[config.mk]
export PLATFORM = sky130hd
export DESIGN_NAME = sram_rd_streamer
export DESIGN_NICKNAME = d
export VERILOG_FILES = /design/src/rtl/sram_rd_streamer.sv
export SDC_FILE = /design/constraint.sdc
export NUM_CORES = 1
export LEC_CHECK = 0
export ABC_CLOCK_PERIOD_IN_PS = 4110
export CORE_AREA = 2 2 99 101
export CTS_CLUSTER_DIAMETER = 150
export DETAILED_ROUTE_END_ITERATION = 6
export DIE_AREA = 0 0 101 103
export PLACE_DENSITY = 0.72
export SLEW_MARGIN = 0
export SYNTH_ARGS = -nofsm -noshare
export SYNTH_HDL_FRONTEND = slang
export SYNTH_SLANG_ARGS = --single-unit
[constraint.sdc]
create_clock -name clk -period 4.11 [get_ports clk]
set_clock_uncertainty 0.05 [all_clocks]
set_input_delay 0.822 -clock clk [delete_from_list [all_inputs] [get_ports clk]]
set_output_delay 0.822 -clock clk [all_outputs]
set_load 0.01 [all_outputs]
[src/rtl/sram_rd_streamer.sv]
// sram_rd_streamer: reads a circular SRAM address range and streams the words out through a 2-entry FIFO
module sram_rd_streamer #(
   parameter int WWORD = 32,
   parameter int WADDR = 5,
   parameter int DEPTH = 24,
   parameter int WLEN  = 8
) (
   input  logic             clk,
   input  logic             rst,
   input  logic             start,
   input  logic [WADDR-1:0] base_addr,
   input  logic [WLEN-1:0]  len,
   output logic             busy,
   output logic             done,
   output logic             err,
   output logic             cena,
   output logic [WADDR-1:0] aa,
   input  logic [WWORD-1:0] qa,
   output logic             out_valid,
   output logic [WWORD-1:0] out_data,
   output logic             out_last,
   input  logic             out_ready
);
   typedef enum logic [1:0] {IDLE, RUN, FIN} state_t;
   state_t           state;
   logic [WADDR-1:0] cur;
   logic [WADDR-1:0] aa_q;
   logic [WLEN-1:0]  rem;
   logic             inflight;
   logic             inflight_last;
   logic [WWORD-1:0] fifo_data [2];
   logic [1:0]       fifo_last;
   logic             wp;
   logic             rp;
   logic [1:0]       cnt;
   logic             pop;
   logic             push;
   logic             issue;
   logic [2:0]       credit;
   assign pop       = out_valid && out_ready;
   assign push      = inflight;
   // slots already committed after this cycle's pop: buffered words plus the read in flight
   assign credit    = {1'b0, cnt} + {2'b0, inflight} - {2'b0, pop};
   assign issue     = state == RUN && rem != '0 && credit < 3'd2;
   assign cena      = !issue;
   assign aa        = issue ? cur : aa_q;
   assign out_valid = cnt != 2'd0;
   assign out_data  = fifo_data[rp];
   assign out_last  = fifo_last[rp] && out_valid;
   always_ff @(posedge clk) begin
      if (rst) begin
         state         <= IDLE;
         busy          <= 1'b0;
         done          <= 1'b0;
         err           <= 1'b0;
         cur           <= '0;
         aa_q          <= '0;
         rem           <= '0;
         inflight      <= 1'b0;
         inflight_last <= 1'b0;
         fifo_data     <= '{default: '0};
         fifo_last     <= '0;
         wp            <= 1'b0;
         rp            <= 1'b0;
         cnt           <= 2'd0;
      end else begin
         assert (!(push && !pop && cnt == 2'd2));
         done          <= 1'b0;
         err           <= 1'b0;
         inflight      <= issue;
         inflight_last <= issue && rem == WLEN'(1);
         if (issue) begin
            aa_q <= cur;
            cur  <= (cur == WADDR'(DEPTH - 1)) ? '0 : cur + WADDR'(1);
            rem  <= rem - WLEN'(1);
         end
         if (push) begin
            fifo_data[wp] <= qa;
            fifo_last[wp] <= inflight_last;
            wp            <= ~wp;
         end
         if (pop) rp <= ~rp;
         cnt <= cnt + {1'b0, push} - {1'b0, pop};
         case (state)
            IDLE: if (start) begin
               if ({1'b0, base_addr} >= (WADDR + 1)'(DEPTH)) err <= 1'b1;
               else if (len == '0) begin
                  state <= FIN;
                  done  <= 1'b1;
               end else begin
                  state <= RUN;
                  busy  <= 1'b1;
                  cur   <= base_addr;
                  rem   <= len;
               end
            end
            RUN: if (rem == '0 && !inflight && cnt == {1'b0, pop}) begin
               state <= FIN;
               busy  <= 1'b0;
               done  <= 1'b1;
            end
            default: state <= IDLE;
         endcase
      end
   end
endmodule
==> results of run 1 <==
cell type report:
cell class                      instances  area (um^2)  share of cell area
Multi-Input combinational cell        345         2100               0.389
Sequential cell                        95         1900               0.353
Timing Repair Buffer                  105         1000               0.186
Tap cell                              114          143              0.0265
Clock buffer                            9          124              0.0230
Clock inverter                          7         85.1              0.0158
Inverter                                8         32.5             0.00604
through the flow:
stage	util	TNS (ns)	hold WS (ns)
after floorplan	-	0	0.382
after global placement	0.538	-2.28	0.388
after detailed placement	0.538	-2.44	0.393
after CTS	0.564	0	0.403
after global routing	0.570	0	0.412
final	0.570	0	0.403
kinds of logic after synthesis:
group | share of synthesized area
and+or+nand+nor | 0.222
DFF | 0.461
AOI/OAI and AO/OA | 0.120
buffers and inverters | 0.0443
muxes | 0.108
xor gates and xnor gates | 0.0212
adders and majority gates | 0.0231
synthesized netlist by cell type (all sizes together) (2+ instances only):
master / count / area share
dfxtp: 95 / 0.46
mux2: 38 / 0.11
xor2: 7 / 0.015
and2b: 2 / 0.0036
buf: 6 / 0.012
or4b: 3 / 0.0073
inv: 8 / 0.0073
nor2: 13 / 0.012
a311oi: 4 / 0.015
nor3: 5 / 0.0061
or4: 2 / 0.0036
o21ai: 11 / 0.013
nand2: 145 / 0.14
and2: 2 / 0.0030
a21oi: 69 / 0.084
nand4: 3 / 0.0046
clkbuf: 27 / 0.025
nor4: 2 / 0.0082
nand4b: 2 / 0.0042
nand2b: 4 / 0.0061
nor2b: 7 / 0.011
xnor2: 3 / 0.0064
ha: 6 / 0.018
nand3: 4 / 0.0049
final timing paths:
check / from / to / depth (start not counted)
worst max-delay path: out_ready / aa[0] / 11
worst max register to register: cnt[1]$_SDFF_PP0_ / cur[3]$_SDFF_PP0_ / 13
worst min register to register: inflight_last$_SDFF_PP0_ / fifo_last[0]$_SDFFE_PP0P_ / 2
worst min-delay path: inflight_last$_SDFF_PP0_ / fifo_last[0]$_SDFFE_PP0P_ / 2
repair_timing:
| item | 4_1_cts | 5_1_grt |
|---|---|---|
| pin swaps | 2 | 2 |
| gates resized for setup | 29 | 8 |
| buffers inserted | 3 | 2 |
| cloned | 1 | 0 |
| setup endpoints to repair | 6 | 5 |
registers in the layout (all words and copies together) (netlist names):
register,cells
aa_q,5
busy,1
cnt,2
cur,5
done,1
err,1
fifo_data,64
fifo_last,2
inflight,1
inflight_last,1
rem,8
rp,1
state,2
wp,1
power by group:
part	internal [mW]	total [mW]	switching, mW
combinational	0.489	0.945	0.455
sequential	1.03	1.16	0.133
clock	0.295	0.644	0.349
worst max-delay path: stages:
cell,delay (ns)
clkdlybuf4s50_1,0.47
and2_4,0.16
ha_4,0.20
inv_4,0.06
ha_4,0.12
inv_2,0.03
fa_2,0.54
and3_4,0.23
nand2_8,0.08
mux2_4,0.33
buf_2,0.14
routing by layer:
metal	vias to the layer above	global-route usage	wire [um]
li1	1777	-	-
met1	1631	0.226	4420
met2	93	0.343	4690
met3	14	0.0400	503
met4	0	0.0717	126
met5	-	0	0
==> reports/qor.yml, run 1 <==
antenna_left: 0
clk_latency_ns: 0.36
drc: 0
start_util: 0.436
grt_max_degree: 51
htree_num_levels: 3
initialDrtViolationCount: 85
die_x_um: 101
wl_per_cell_um: 14.3
grt.total_usage: 0.191
ys_types: 47
drt-vias-per-instance: 5.15
min_path_type: "reg -> reg"
cts.clk_slew.worst_paths_ns: 0.10
ff2ff_setup_slack_ns: 0.85
coreArea_um2: 9460
syn_inst: 480
wirelength_um: 9750
endpoint_kind: "primary output"
crit_path_max_fanout: 7
finalNetCount: 620
layout_commonest_cell: "nand2_1"
dpl.hpwl_um: 6370
finalHoldViolations: 0
cts_tree: "built"
tightest_slew_ns: 0.923
start_kind: "primary input"
crit_required_ns: 3.24
max_freq_ghz: 0.247
setup_ws_ns: 0.0634
period_needed_ns: 4.05
stdcell_area_um2: 5390
synthArstFlopShare: 0
root_buffer: "clkbuf_8"
antenna_found_initial: 0
cts_buffers: 9
finalPower_mw: 2.75
syn_area_um2: 4120
slew_headroom: 0.385
die_area_um2: 10400
ioPinCount: 92
cap_violations: 0
diodes: 0
critPathKind: "in -> out"
syn_to_final_growth_pct: 30.7
stdcell_count: 683
grt-ovfl-total: 0
grt_pass1_vias: 3523
ir_worst_vdd_mv: 0.213
fill_cells: 869
powerDensity_nw_per_um2: 510
synthFlopType: "dfxtp_1"
rsz0062_at_grt: "false"
syn-num-nets: 536
outcome: "finished, final reports clean"
setup_viol: 0
placed_area_um2: 5090
clock_sinks: 95
die_height_um: 103
cts_hold_buf: 0
dp_slack_ns: -0.468
synth_edf_count: 0
min_period_over_period: 0.985
syn_avg_cell_area_um2: 8.59
arrival_ns: 3.17
ys.warnings.count: 0
dpl.cell_count: 661
vias: 3515
drive_gt1_frac: 0.169
final_cell_mix: "nand2_1, dfxtp_1, clkdlybuf4s50_1"
ys_ff_latch: 95
leakage_nw: 1.92
portBuffers: 91
gp_congestion: 0.809
drtPass1Iterations: 4
rows: 36
grt_pass1_wl_um: 15800
cts_buffer_depth: 2
maxSlewViolCount: 0
ys_seq_area_frac: 0.461
Note: power is estimated with default switching activity, not from simulation.
==> run 2: changes to the inputs <==
--- a/config.mk
+++ b/config.mk
@@ -6,12 +6,11 @@
 export NUM_CORES = 1
 export LEC_CHECK = 0
 export ABC_CLOCK_PERIOD_IN_PS = 4110
-export CORE_AREA = 2 2 99 101
+export CORE_AREA = 2 2 139 73
 export CTS_CLUSTER_DIAMETER = 150
 export DETAILED_ROUTE_END_ITERATION = 6
-export DIE_AREA = 0 0 101 103
+export DIE_AREA = 0 0 141 75
 export PLACE_DENSITY = 0.72
-export SLEW_MARGIN = 0
 export SYNTH_ARGS = -nofsm -noshare
 export SYNTH_HDL_FRONTEND = slang
 export SYNTH_SLANG_ARGS = --single-unit
==> run 2 against run 1 <==
Against the previous run: setup slack hardly changed; sequential power hardly changed; largest cell class unchanged; clock power is 30% higher; sequential share of layout area is 0.86 points lower; critical endpoint is now aa[3]; die area is 1.7% higher; critical path depth stayed put.
==> reports/qor.yml, run 2 (synthesized netlist as in run 1, its figures left out) <==
die_height_um: 75  # -27%
grt_max_degree: 58  # +14%
tightest_slew_ns: 1.06  # +0.134 ns
finalNetCount: 621  # +0.16%
cts.clk_slew.worst_paths_ns: 0.06  # -0.04 ns
fin_util: 0.594  # +0.0244
start_kind: "primary input"
clk_latency_ns: 0.34  # -0.02 ns
die_x_um: 141  # +40%
fill_cells: 829  # -4.6%
rows: 25  # -31%
netSwitchingPower_uw: 929  # -0.86%
leakage_nw: 1.97  # +2.5%
path_buf_inv: 4  # unchanged
wirelength_um: 9700  # -0.44%
min_period_over_period: 0.985  # about the same
worst-path-stages: 11  # unchanged
outcome: "finished, final reports clean"
largest_reg_flops: 64  # unchanged
cts_tree: "built"
p_int_mw: 2.02  # +11%
drt-vias-per-instance: 5.04  # -2.1%
antenna_found_initial: 0  # unchanged
clock_sinks: 95  # unchanged
grt_pass1_vias: 3344  # -5.1%
critPathKind: "in -> out"
reg2reg_from: "cnt[1]$_SDFF_PP0_"
final_cell_mix: "nand2_1, dfxtp_1, clkdlybuf4s50_1"
swShare: 0.316  # -0.0257
slowest_stage: "fa_2"
cts_hold_buf: 0  # unchanged
grt.total_usage: 0.188  # -0.00343
portBuffers: 91  # unchanged
clkPwrFrac: 0.284  # +0.050
period_needed_ns: 4.05  # -0.0000566 ns
endpoint_kind: "primary output"
placed_area_um2: 5120  # +0.69%
coreArea_um2: 9290  # -1.8%
path_delay_family: "adder cells"
finalHoldViolations: 0  # unchanged
hp-start: "inflight_last$_SDFF_PP0_"
multiInputGateArea_um2: 2100  # unchanged
dpl.hpwl_um: 6070  # -4.6%
min_path_cells: 2  # unchanged
maxSlewViolCount: 0  # unchanged
die_area_um2: 10600  # +1.7%
combPwrFrac: 0.333  # -0.011
cts_buffers: 9  # unchanged
crit_path_max_fanout: 5  # -2
drtPass1Iterations: 4  # unchanged
powerDensity_nw_per_um2: 534  # +4.7%
slew_headroom: 0.291  # -0.0940
grt_pass1_wl_um: 15500  # -1.6%
vias: 3482  # -0.94%
ioPinCount: 92  # unchanged
start_util: 0.444  # +0.00792
crit_chain: "clkdlybuf4s50_1, and2_4, ha_4, inv_4, ha_4, inv_2, fa_2, and3_4, nand2_8, mux2_4, buf_6"
crit_required_ns: 3.24  # about the same
startpoint: "out_ready"
regArea_um2: 1900  # about the same
wl_per_cell_um: 14.0  # -1.6%
initialDrtViolationCount: 168  # +98%
antenna_left: 0  # unchanged
diodes: 0  # unchanged
layout_commonest_cell: "nand2_1"
drc: 0  # unchanged
htree_num_levels: 3  # unchanged
arrival_ns: 3.17  # about the same
reg_top3: "fifo_data: 64 flops, rem: 8 flops"
grt-ovfl-total: 0  # unchanged
cp_slowest_stage_delay_ns: 0.54  # about the same
syn_to_final_growth_pct: 33.9
rsz0062_at_grt: "false"
max_freq_ghz: 0.247  # about the same
cts_buffer_depth: 2  # unchanged
setup_viol: 0  # unchanged
min_path_type: "reg -> reg"
drive_gt1_frac: 0.167  # -0.00205
cap_violations: 0  # unchanged
reg2reg_depth: 13  # unchanged
largest_register: "fifo_data"
crit_top_cell: "ha_4"
sequentialPowerShare: 0.383  # -0.039
stdcell_area_um2: 5520  # +2.4%
gp_congestion: 0.813  # +0.42%
ir_worst_vdd_mv: 0.257  # +21%
root_buffer: "clkbuf_16"
## run 2: cell types whose count changed in the layout (fill, tap and decap cells not counted), sizes merged
cell	before	now
inv	12	9
clkbuf	9	11
buf	20	21
clkinv	1	2
## run 2: area by class of cell
| type | instances | share of cell area |
|---|---|---|
| Clock buffer | 11 | 0.0440 |
| Multi-Input combinational cell | 345 | 0.380 |
| Timing Repair Buffer | 106 | 0.188 |
| Tap cell | 121 | 0.0274 |
| Sequential cell | 95 | 0.345 |
| Clock inverter | 5 | 0.0102 |
| Inverter | 8 | 0.00589 |
## run 2: worst reg2reg max path, delay by kind of cell (launching register included)
kind | cells | cell delay (ns)
AO/OA/AOI/OAI | 1 | 0.28
adder cells (fa/ha/maj) | 3 | 0.89
buffers and inverters | 4 | 0.33
flip-flops | 1 | 0.39
AND/OR/NAND/NOR | 5 | 1.30
## run 2: what timing repair did
action                                  CTS  global route
cloned                                    1             0
gates resized for setup                  31             8
setup buffers                             2             2
pin swaps                                 3             3
endpoints found under the setup margin    6             5
## run 2: through the flow
| step | setup WS, ns | cells | setup TNS [ns] | hold WS (ns) | total power, mW |
|---|---|---|---|---|---|
| 2_1_floorplan | 0.399 | 480 | 0 | 0.382 | 1.73 |
| 3_3_place_gp | -0.362 | 670 | -1.84 | 0.388 | 2.02 |
| 3_5_place_dp | -0.376 | 670 | -1.92 | 0.392 | 2.04 |
| 4_1_cts | 0.0212 | 689 | 0 | 0.401 | 2.94 |
| 5_1_grt | 0.00108 | 691 | 0 | 0.417 | 3.11 |
| 6_report | 0.0635 | 691 | 0 | 0.400 | 2.95 |
## run 2: per-layer routing
metal | wire, um | up-vias | GRT usage | share of wire
met5 | 0 | - | 0 | 0
met4 | 129 | 0 | 0.0578 | 0.013
met3 | 329 | 12 | 0.0490 | 0.034
met2 | 4870 | 62 | 0.343 | 0.50
met1 | 4380 | 1633 | 0.224 | 0.45
li1 | - | 1775 | - | -
## run 2: path summary, 6_finish.rpt
kind,to,slack (ns)
setup / recovery,aa[3],0.06
hold / removal,fifo_last[0]$_SDFFE_PP0P_,0.40
setup reg to reg,cur[3]$_SDFF_PP0_,0.78
hold reg to reg,fifo_last[0]$_SDFFE_PP0P_,0.40
## run 2: power by group through the flow
stage | Clock, mW | Combinational [mW] | Sequential [mW]
6_report | 0.837 | 0.980 | 1.13
5_1_grt | 0.893 | 1.07 | 1.14
4_1_cts | 0.860 | 0.950 | 1.13
3_5_place_dp | 0 | 0.891 | 1.15
3_3_place_gp | 0 | 0.879 | 1.14
2_1_floorplan | 0 | 0.620 | 1.11
